==> src/rtl/sec_pkg.sv <==
// Shared definitions for the screening lane scheduler: class encodings,
// FSM state type and the class-to-grant conversion helper.
package sec_pkg;

    localparam logic [1:0] CLS_REGULAR  = 2'b00;
    localparam logic [1:0] CLS_BUSINESS = 2'b01;
    localparam logic [1:0] CLS_VIP      = 2'b10;

    typedef enum logic {
        ST_IDLE,
        ST_SCREEN
    } state_t;

    function automatic logic [2:0] cls_to_onehot(input logic [1:0] cls);
        logic [2:0] onehot;
        case (cls)
            CLS_REGULAR:  onehot = 3'b001;
            CLS_BUSINESS: onehot = 3'b010;
            CLS_VIP:      onehot = 3'b100;
            default:      onehot = 3'b000;
        endcase
        return onehot;
    endfunction

endpackage

==> src/rtl/screening_lane_scheduler_pick.sv <==
// Combinational winner selection: starved classes (Regular before Business)
// override the VIP > Business > Regular fixed priority.
module aging_priority_pick
    import sec_pkg::*;
(
    input  logic [2:0] req_i,
    input  logic [1:0] starved_i,
    output logic [2:0] winner_o,
    output logic [1:0] sel_o
);

    logic [1:0] cls;

    always_comb begin
        cls = CLS_REGULAR;
        if (req_i[0] && starved_i[0]) begin
            cls = CLS_REGULAR;
        end else if (req_i[1] && starved_i[1]) begin
            cls = CLS_BUSINESS;
        end else if (req_i[2]) begin
            cls = CLS_VIP;
        end else if (req_i[1]) begin
            cls = CLS_BUSINESS;
        end else begin
            cls = CLS_REGULAR;
        end
    end

    assign sel_o    = cls;
    assign winner_o = (req_i != 3'b000) ? cls_to_onehot(cls) : 3'b000;

endmodule

==> src/rtl/screening_lane_scheduler.sv <==
// Shares one screening lane between Regular, Business and VIP queues,
// holding each grant until lane_done or the screening timer expires.
module screening_lane_scheduler
    import sec_pkg::*;
#(
    parameter int unsigned STARVE_LIMIT   = 4,
    parameter int unsigned SCREEN_TIMEOUT = 64
) (
    input  logic       clk,
    input  logic       rst,
    input  logic [2:0] req,
    input  logic       lane_done,
    output logic [2:0] grant,
    output logic [1:0] sel,
    output logic       grant_valid,
    output logic       busy,
    output logic       timeout
);

    localparam int unsigned    TW         = $clog2(SCREEN_TIMEOUT);
    localparam logic [TW-1:0]  TIMER_LAST = TW'(SCREEN_TIMEOUT - 1);
    localparam logic [3:0]     STARVE_MAX = 4'(STARVE_LIMIT);

    state_t           state_q, state_d;
    logic [TW-1:0]    timer_q, timer_d;
    logic [1:0][3:0]  skip_q, skip_d;
    logic [2:0]       grant_q, grant_d;
    logic [1:0]       sel_q, sel_d;
    logic             grantValid_q, grantValid_d;
    logic             timeout_q, timeout_d;

    logic [1:0] starved;
    logic [2:0] winner;
    logic [1:0] winnerSel;
    logic       timerEnd;
    logic       intervalEnd;
    logic       decision;

    assign starved[0] = (skip_q[0] == STARVE_MAX);
    assign starved[1] = (skip_q[1] == STARVE_MAX);

    aging_priority_pick u_pick (
        .req_i     (req),
        .starved_i (starved),
        .winner_o  (winner),
        .sel_o     (winnerSel)
    );

    // lane_done takes precedence over the terminal timer count.
    assign timerEnd    = (state_q == ST_SCREEN) && (timer_q == TIMER_LAST);
    assign intervalEnd = (state_q == ST_SCREEN) && (lane_done || timerEnd);
    assign decision    = ((state_q == ST_IDLE) && (req != 3'b000)) || intervalEnd;

    always_comb begin
        state_d      = state_q;
        timer_d      = timer_q;
        grant_d      = grant_q;
        sel_d        = sel_q;
        grantValid_d = 1'b0;
        timeout_d    = 1'b0;
        case (state_q)
            ST_IDLE: begin
                if (req != 3'b000) begin
                    state_d      = ST_SCREEN;
                    timer_d      = '0;
                    grant_d      = winner;
                    sel_d        = winnerSel;
                    grantValid_d = 1'b1;
                end
            end
            ST_SCREEN: begin
                timer_d = timer_q + TW'(1);
                if (intervalEnd) begin
                    timeout_d = timerEnd && !lane_done;
                    if (req != 3'b000) begin
                        timer_d      = '0;
                        grant_d      = winner;
                        sel_d        = winnerSel;
                        grantValid_d = 1'b1;
                    end else begin
                        state_d = ST_IDLE;
                        grant_d = 3'b000;
                        sel_d   = CLS_REGULAR;
                    end
                end
            end
            default: begin
                state_d = ST_IDLE;
            end
        endcase
    end

    // Skip counters age Regular (0) and Business (1) only; VIP never ages.
    always_comb begin
        skip_d = skip_q;
        for (int i = 0; i < 2; i++) begin
            if (!req[i]) begin
                skip_d[i] = 4'd0;
            end else if (decision) begin
                if (winner[i]) begin
                    skip_d[i] = 4'd0;
                end else if (skip_q[i] != STARVE_MAX) begin
                    skip_d[i] = skip_q[i] + 4'd1;
                end
            end
        end
    end

    always_ff @(posedge clk) begin
        if (rst) begin
            state_q      <= ST_IDLE;
            timer_q      <= '0;
            skip_q       <= '0;
            grant_q      <= 3'b000;
            sel_q        <= CLS_REGULAR;
            grantValid_q <= 1'b0;
            timeout_q    <= 1'b0;
        end else begin
            state_q      <= state_d;
            timer_q      <= timer_d;
            skip_q       <= skip_d;
            grant_q      <= grant_d;
            sel_q        <= sel_d;
            grantValid_q <= grantValid_d;
            timeout_q    <= timeout_d;
        end
    end

    assign grant       = grant_q;
    assign sel         = sel_q;
    assign grant_valid = grantValid_q;
    assign busy        = (state_q == ST_SCREEN);
    assign timeout     = timeout_q;

endmodule

==> config.mk <==
export PLATFORM = sky130hd
export DESIGN_NAME = screening_lane_scheduler
export DESIGN_NICKNAME = d
export VERILOG_FILES = /design/src/rtl/sec_pkg.sv /design/src/rtl/screening_lane_scheduler_pick.sv /design/src/rtl/screening_lane_scheduler.sv
export SDC_FILE = /design/constraint.sdc
export NUM_CORES = 1
export LEC_CHECK = 0
export CAP_MARGIN = 20
export CORE_ASPECT_RATIO = 0.6
export CORE_MARGIN = 8
export CORE_UTILIZATION = 48
export DETAILED_ROUTE_END_ITERATION = 12
export PLACE_DENSITY_LB_ADDON = 0.15
export SYNTH_ARGS = -nofsm -noshare
export SYNTH_HDL_FRONTEND = slang
export SYNTH_HIERARCHICAL = 1
export SYNTH_SLANG_ARGS = --single-unit
==> constraint.sdc <==
create_clock -name clk -period 1.89 [get_ports clk]
set_input_delay 0.378 -clock clk [delete_from_list [all_inputs] [get_ports clk]]
set_output_delay 0.378 -clock clk [all_outputs]
set_load 0.005 [all_outputs]
==> results of run 1 <==
## sequential cells by signal (all words and copies together) (netlist names)
register	cells
skip_q	8
timer_q	6
grant	3
sel	2
busy	1
grant_valid	1
timeout	1
## cell usage after synthesis (2+ instances only)
master / count / share of area, %
nand2b_1: 6 / 3.4
o311ai_0: 6 / 4.7
o31ai_1: 2 / 1.3
nand2_1: 9 / 3.0
or3_1: 2 / 1.1
and3_1: 5 / 2.8
nor2b_1: 2 / 1.1
clkbuf_1: 2 / 0.67
inv_1: 8 / 2.7
nand4_1: 2 / 1.1
a31oi_1: 8 / 4.5
o21ai_0: 2 / 0.90
nand3_1: 5 / 2.2
nor2_1: 5 / 1.7
nor3_1: 6 / 2.7
a22o_1: 5 / 3.9
ha_1: 5 / 5.6
a21oi_1: 4 / 1.8
dfxtp_1: 22 / 40
nand3b_1: 2 / 1.3
## cell families (layout without fill, tap and decap cells)
family,after synthesis,in the layout,share of synthesized area [%]
adders and majority gates,5,5,5.612
xor gates and xnor gates,2,2,1.572
and+or+nand+nor,48,48,23.34
buffers and inverters,12,57,4.826
AOI/OAI and AO/OA,37,37,25.14
DFF,22,22,39.51
## power groups by stage
stage / clock network, mW / registers (mW) / logic [mW]
6_report: 0.440 / 0.485 / 0.163
3_5_place_dp: 0 / 0.496 / 0.150
5_1_grt: 0.469 / 0.486 / 0.176
4_1_cts: 0.451 / 0.485 / 0.154
3_3_place_gp: 0 / 0.495 / 0.147
2_1_floorplan: 0 / 0.499 / 0.0681
## cell type report
| class | instances | area, um^2 | share of cell area [%] |
|---|---|---|---|
| Clock inverter | 1 | 30.03 | 1.849 |
| Multi-Input combinational cell | 92 | 671.9 | 41.37 |
| Tap cell | 30 | 37.54 | 2.311 |
| Timing Repair Buffer | 45 | 370.4 | 22.80 |
| Sequential cell | 22 | 442.9 | 27.27 |
| Inverter | 8 | 30.03 | 1.849 |
| Clock buffer | 3 | 41.29 | 2.542 |
## layer usage
layer  global-route usage [%]  part of all wire, %  up-vias
li1                         -                    -      571
met1                    19.58                   43      562
met2                    26.27                   45       55
met3                    6.588                   10        9
met4                    6.402                  2.1        0
met5                        0                    0        -
## timing repair
| action | CTS | global route |
|---|---|---|
| gates resized for setup | 3 | 13 |
| setup endpoints to repair | 2 | 7 |
| pin swaps | 3 | 6 |
| setup buffers | 6 | 1 |
| gates cloned | 0 | 0 |
## worst max path at each step
stage	startpoint	end	slack, ps	cells after the start
final	skip_q[4]	skip_q[7]	30	8
after global routing	skip_q[5]	skip_q[7]	-30	8
after CTS	skip_q[4]	skip_q[7]	4	8
after detailed placement	req[2]	skip_q[3]	-200	6
after global placement	req[0]	skip_q[7]	-160	5
after floorplan	skip_q[4]	skip_q[7]	20	8
## worst reg2reg max path, delay by kind of cell, from the launching register on
kind | cells | cell delay, ps
and+or+nand+nor | 4 | 980
DFF | 1 | 350
AOI/OAI and AO/OA | 1 | 200
adders and majority gates | 1 | 140
buffers and inverters | 2 | 110
==> impl_metrics.toml, run 1 <==
[power_and_ir_drop]
power.share.switching_pct = 22.45
seqPwrFrac_pct = 44.6
power_frac_clock_pct = 40.5
power_mw = 1.088
p_int_uw = 843.9
comb_power_share_pct = 14.9
ir_worst_vdd_v = 0.0004405
power.leakage_nw = 0.6583
switchingPower_uw = 244.3
power_per_cell_area_nw_per_um2 = 670.0

[setup_path]
startpoint_type = "flop"
cp_data_required_time_ps = 2060
regToRegSetupSlack_ps = 30
worst_path_max_delay_cell = "or4_4"
worst-path-buf-inv = 2
critPathArrivalTime_ps = 2040
cp_max_fo = 3
path_class = "reg2reg"
crit_family = "simple AND/OR/NAND/NOR gates"
crit_path_end_kind = "flop"
cpPeakStageDelay_ps = 570
reg2reg_from = "skip_q[4]"
r2r_end = "skip_q[7]"
path_cells = "inv_2 > ha_4 > nand3b_1 > inv_2 > nand2b_4 > and3_4 > or4_4 > o41ai_2"
r2r_cells = 8
critPathMostFrequentCell = "inv_2"

[final_layout]
final_cell_mix = "32 x buf_4, 20 x dfxtp_1, 13 x clkdlybuf4s50_1, 9 x nand2_1, 8 x a31oi_1"
drive_above_1_share_pct = 30.99
layout.cells.non_filler = 201
fin_area_um2 = 1624
mostFrequentLayoutCell = "buf_4"
finish.utilization_pct = 74.51
syn_to_final_growth_pct = 45.68
fillers = 162
n_antenna_cell = 0
layout.nets = 183

[drt]
wl_per_cell_um = 16.53
routed_via_density = 5.955
drt_wl_total_um = 3323
drt_iter0_markers = 110
drc_errors = 0
dr_total_vias = 1197
dr.pass1.iters = 4
ant_nets = 0

[sta]
slew_headroom_pct = 59.38
max_freq_mhz = 537.0
rsz0062_at_grt = "yes"
hold_viol_final = 0
finalCriticalPeriod_ps = 1862
holdWs_ps = 479.3
period_share_pct = 98.52
setup_slack_ps = 27.94
fin_tns_setup_ps = 0
slew_viol_final = 0
setup_violations = 0
worst_pin_slew_ps = 604.7
skew_ps = 6.018

[clock_tree]
cts_hold_buf = 0
clk_latency_ps = 270
clock_path_buffers = 2
numCtsBuffers = 3
htree_levels = 1
cts_sinks = 22
path_clk_slew_ps = 80
cts_tree = "done"
cts_root_buf = "clkbuf_8"

[global_route]
grt_pass1_wl_um = 5361
antenna_found_initial = 0
grt.total_usage_pct = 16.44
grt-ovfl-total = 0
grt_max_degree = 14
grt_pass1_vias = 1136

[floorplanning]
coreArea_um2 = 2180
fp.dieW_um = 78.22
rows = 13
start_util_pct = 51.15
die_h_um = 53.33
dieArea_um2 = 4171
io_pins = 14

[yosys]
synth.distinct_cells = 38
yosysSeqAreaShare_pct = 39.51
synthesis.nets = 137
syn_inst = 126
async_flop_share_pct = 0
netlist_area_um2 = 1115
synth_top_flop_cell = "dfxtp_1"
syn_area_per_cell_um2 = 8.848
synth_edf_count = 0
synth-seq-cells = 22
yosysWarnings = 6

[placed_design]
hpwl_um = 2340
gp_congestion = 0.8585
numPlacedInstances = 191
portBuffers = 13
place_ws_ps = -204.1
place_area_um2 = 1473

[min_path]
hold_start = "grant[2]"
worstHoldEndpoint = "grant[2]"
hold_class = "reg2reg"
holdPathStages = 1

[run]
maxCapViolations = 0

[outcome]
outcome = "finished, final reports clean"
No activity file was read; power rests on OpenSTA's default activity.
==> run 2: changes to the inputs <==
--- a/config.mk
+++ b/config.mk
@@ -10,7 +10,7 @@
 export CORE_MARGIN = 8
 export CORE_UTILIZATION = 48
 export DETAILED_ROUTE_END_ITERATION = 12
-export PLACE_DENSITY_LB_ADDON = 0.15
+export PLACE_DENSITY = 0.82
 export SYNTH_ARGS = -nofsm -noshare
 export SYNTH_HDL_FRONTEND = slang
 export SYNTH_HIERARCHICAL = 1
==> impl_metrics.toml, run 2 (synthesis results as in run 1) <==
[final_layout]
largest_reg_flops = 8
seqCellArea_um2 = 444.2
drive_above_1_share_pct = 33.73
mostFrequentLayoutCell = "buf_4"
layout.nets = 181
top_register = "skip_q"
final_cell_mix = "25 x buf_4, 19 x dfxtp_1, 13 x clkdlybuf4s50_1, 8 x nand2_1, 7 x a31oi_1"
syn_to_final_growth_pct = 49.61
fillers = 135
n_antenna_cell = 0
multi_input_area_um2 = 726.9

[clock_tree]
clock_path_buffers = 2
cts_hold_buf = 0
htree_levels = 1
clk_latency_ps = 260
numCtsBuffers = 3
path_clk_slew_ps = 80
cts_sinks = 22
cts_root_buf = "clkbuf_8"
cts_tree = "done"

[global_route]
grt_max_degree = 13
grt_pass1_wl_um = 5733
grt-ovfl-total = 0
grt_pass1_vias = 1194
grt.total_usage_pct = 17.44
antenna_found_initial = 0

[power_and_ir_drop]
p_int_uw = 749.1
power_frac_clock_pct = 33.4
power.leakage_nw = 0.6592
seqPwrFrac_pct = 49.1
switchingPower_uw = 247.4
power.share.switching_pct = 24.82
ir_worst_vdd_v = 0.0003888
power_per_cell_area_nw_per_um2 = 597.5
power_uw = 996.5
comb_power_share_pct = 17.5

[sta]
skew_ps = 4.499
max_freq_mhz = 499.5
slew_viol_final = 0
rsz0062_at_grt = "yes"
finalCriticalPeriod_ps = 2002
fin_tns_setup_ps = -169.5
worst_pin_slew_ps = 594.9
setup_violations = 3
setup_slack_ps = -111.8
period_share_pct = 105.9
hold_viol_final = 0
slew_headroom_pct = 60.04

[drt]
dr_wl_met2_um = 1796
ant_nets = 0
wl_met3_um = 373
wl_per_cell_um = 20.09
route.top_layer_used = "met4"
dr.pass1.iters = 4
dr_total_vias = 1292
routed_via_density = 6.492
drc_errors = 0
wl_met1_um = 1584
drt_wl_total_um = 3997
drt_iter0_markers = 132

[setup_path]
critPathArrivalTime_ps = 2120
crit_path_end_kind = "flop"
path_class = "reg2reg"
cp_max_fo = 8
cp_data_required_time_ps = 2010
startpoint_type = "flop"

[outcome]
failed_checks = "negative setup slack"
outcome = "finished, violations left"

[floorplanning]
fp.dieW_um = 78.22
start_util_pct = 51.15
dieArea_um2 = 4171
io_pins = 14
rows = 13
die_h_um = 53.33
coreArea_um2 = 2180

[min_path]
hold_class = "reg2reg"

[placed_design]
hpwl_um = 2379
portBuffers = 13
gp_congestion = 0.8608

[run]
maxCapViolations = 0
-- run 2: changes by cell type in the layout (fill, tap and decap cells not counted), sizes merged --
cell    before  now
buf         32   30
bufinv       1    0
clkbuf       3    4
-- run 2: path summary, 6_finish.rpt --
check | to | cells after the start | slack [ps] | start
setup / recovery | skip_q[1] | 5 | -110 | timer_q[0]
hold / removal | grant[0] | 1 | 490 | grant[0]
setup reg to reg | skip_q[1] | 5 | -110 | timer_q[0]
hold reg to reg | grant[0] | 1 | 490 | grant[0]
-- run 2: what timing repair did --
| item | 4_1_cts | 5_1_grt |
|---|---|---|
| cloned | 0 | 0 |
| buffers inserted | 7 | 0 |
| resized for setup | 8 | 19 |
| pin swaps | 5 | 5 |
| setup endpoints to repair | 2 | 14 |
-- run 2: power groups by stage --
stage,logic [mW],registers [mW],clock network (mW)
detailed placement,0.146,0.498,0
global placement,0.141,0.497,0
CTS,0.154,0.487,0.336
floorplan,0.0681,0.499,0
global route,0.187,0.490,0.353
finish,0.175,0.489,0.333
-- run 2: cell type report --
class	count	share of cell area (%)
flip-flops and latches	22	26.63
clock buffers	4	3.301
multi-input cells	92	43.59
repair buffers	43	22.43
well taps	30	2.251
inverters	8	1.800
-- run 2: metal layers --
layer	global-route usage, %	vias up
met1	19.35	616
met3	5.743	28
li1	-	563
met4	9.756	0
met5	0	-
met2	29.55	85
-- run 2: stage by stage --
stage | hold slack (ps) | cells | cell area, um^2 | utilization (%) | setup slack, ps
3_3_place_gp | 456.1 | 189 | 1458 | 66.88 | -188.4
5_1_grt | 525.8 | 199 | 1668 | 76.52 | -202.2
4_1_cts | 492.4 | 200 | 1594 | 73.13 | -74.10
2_1_floorplan | 443.3 | 126 | 1134 | - | 21.37
3_5_place_dp | 474.2 | 189 | 1458 | 66.88 | -216.4
6_report | 489.3 | 199 | 1668 | 76.52 | -111.8
-- run 2: critical path, stage by stage (launching register included) --
cell and delay, ps:
dfxtp_1 470, ha_1 290, a31oi_1 220, buf_4 240, o311ai_0 470, o21ai_1 170
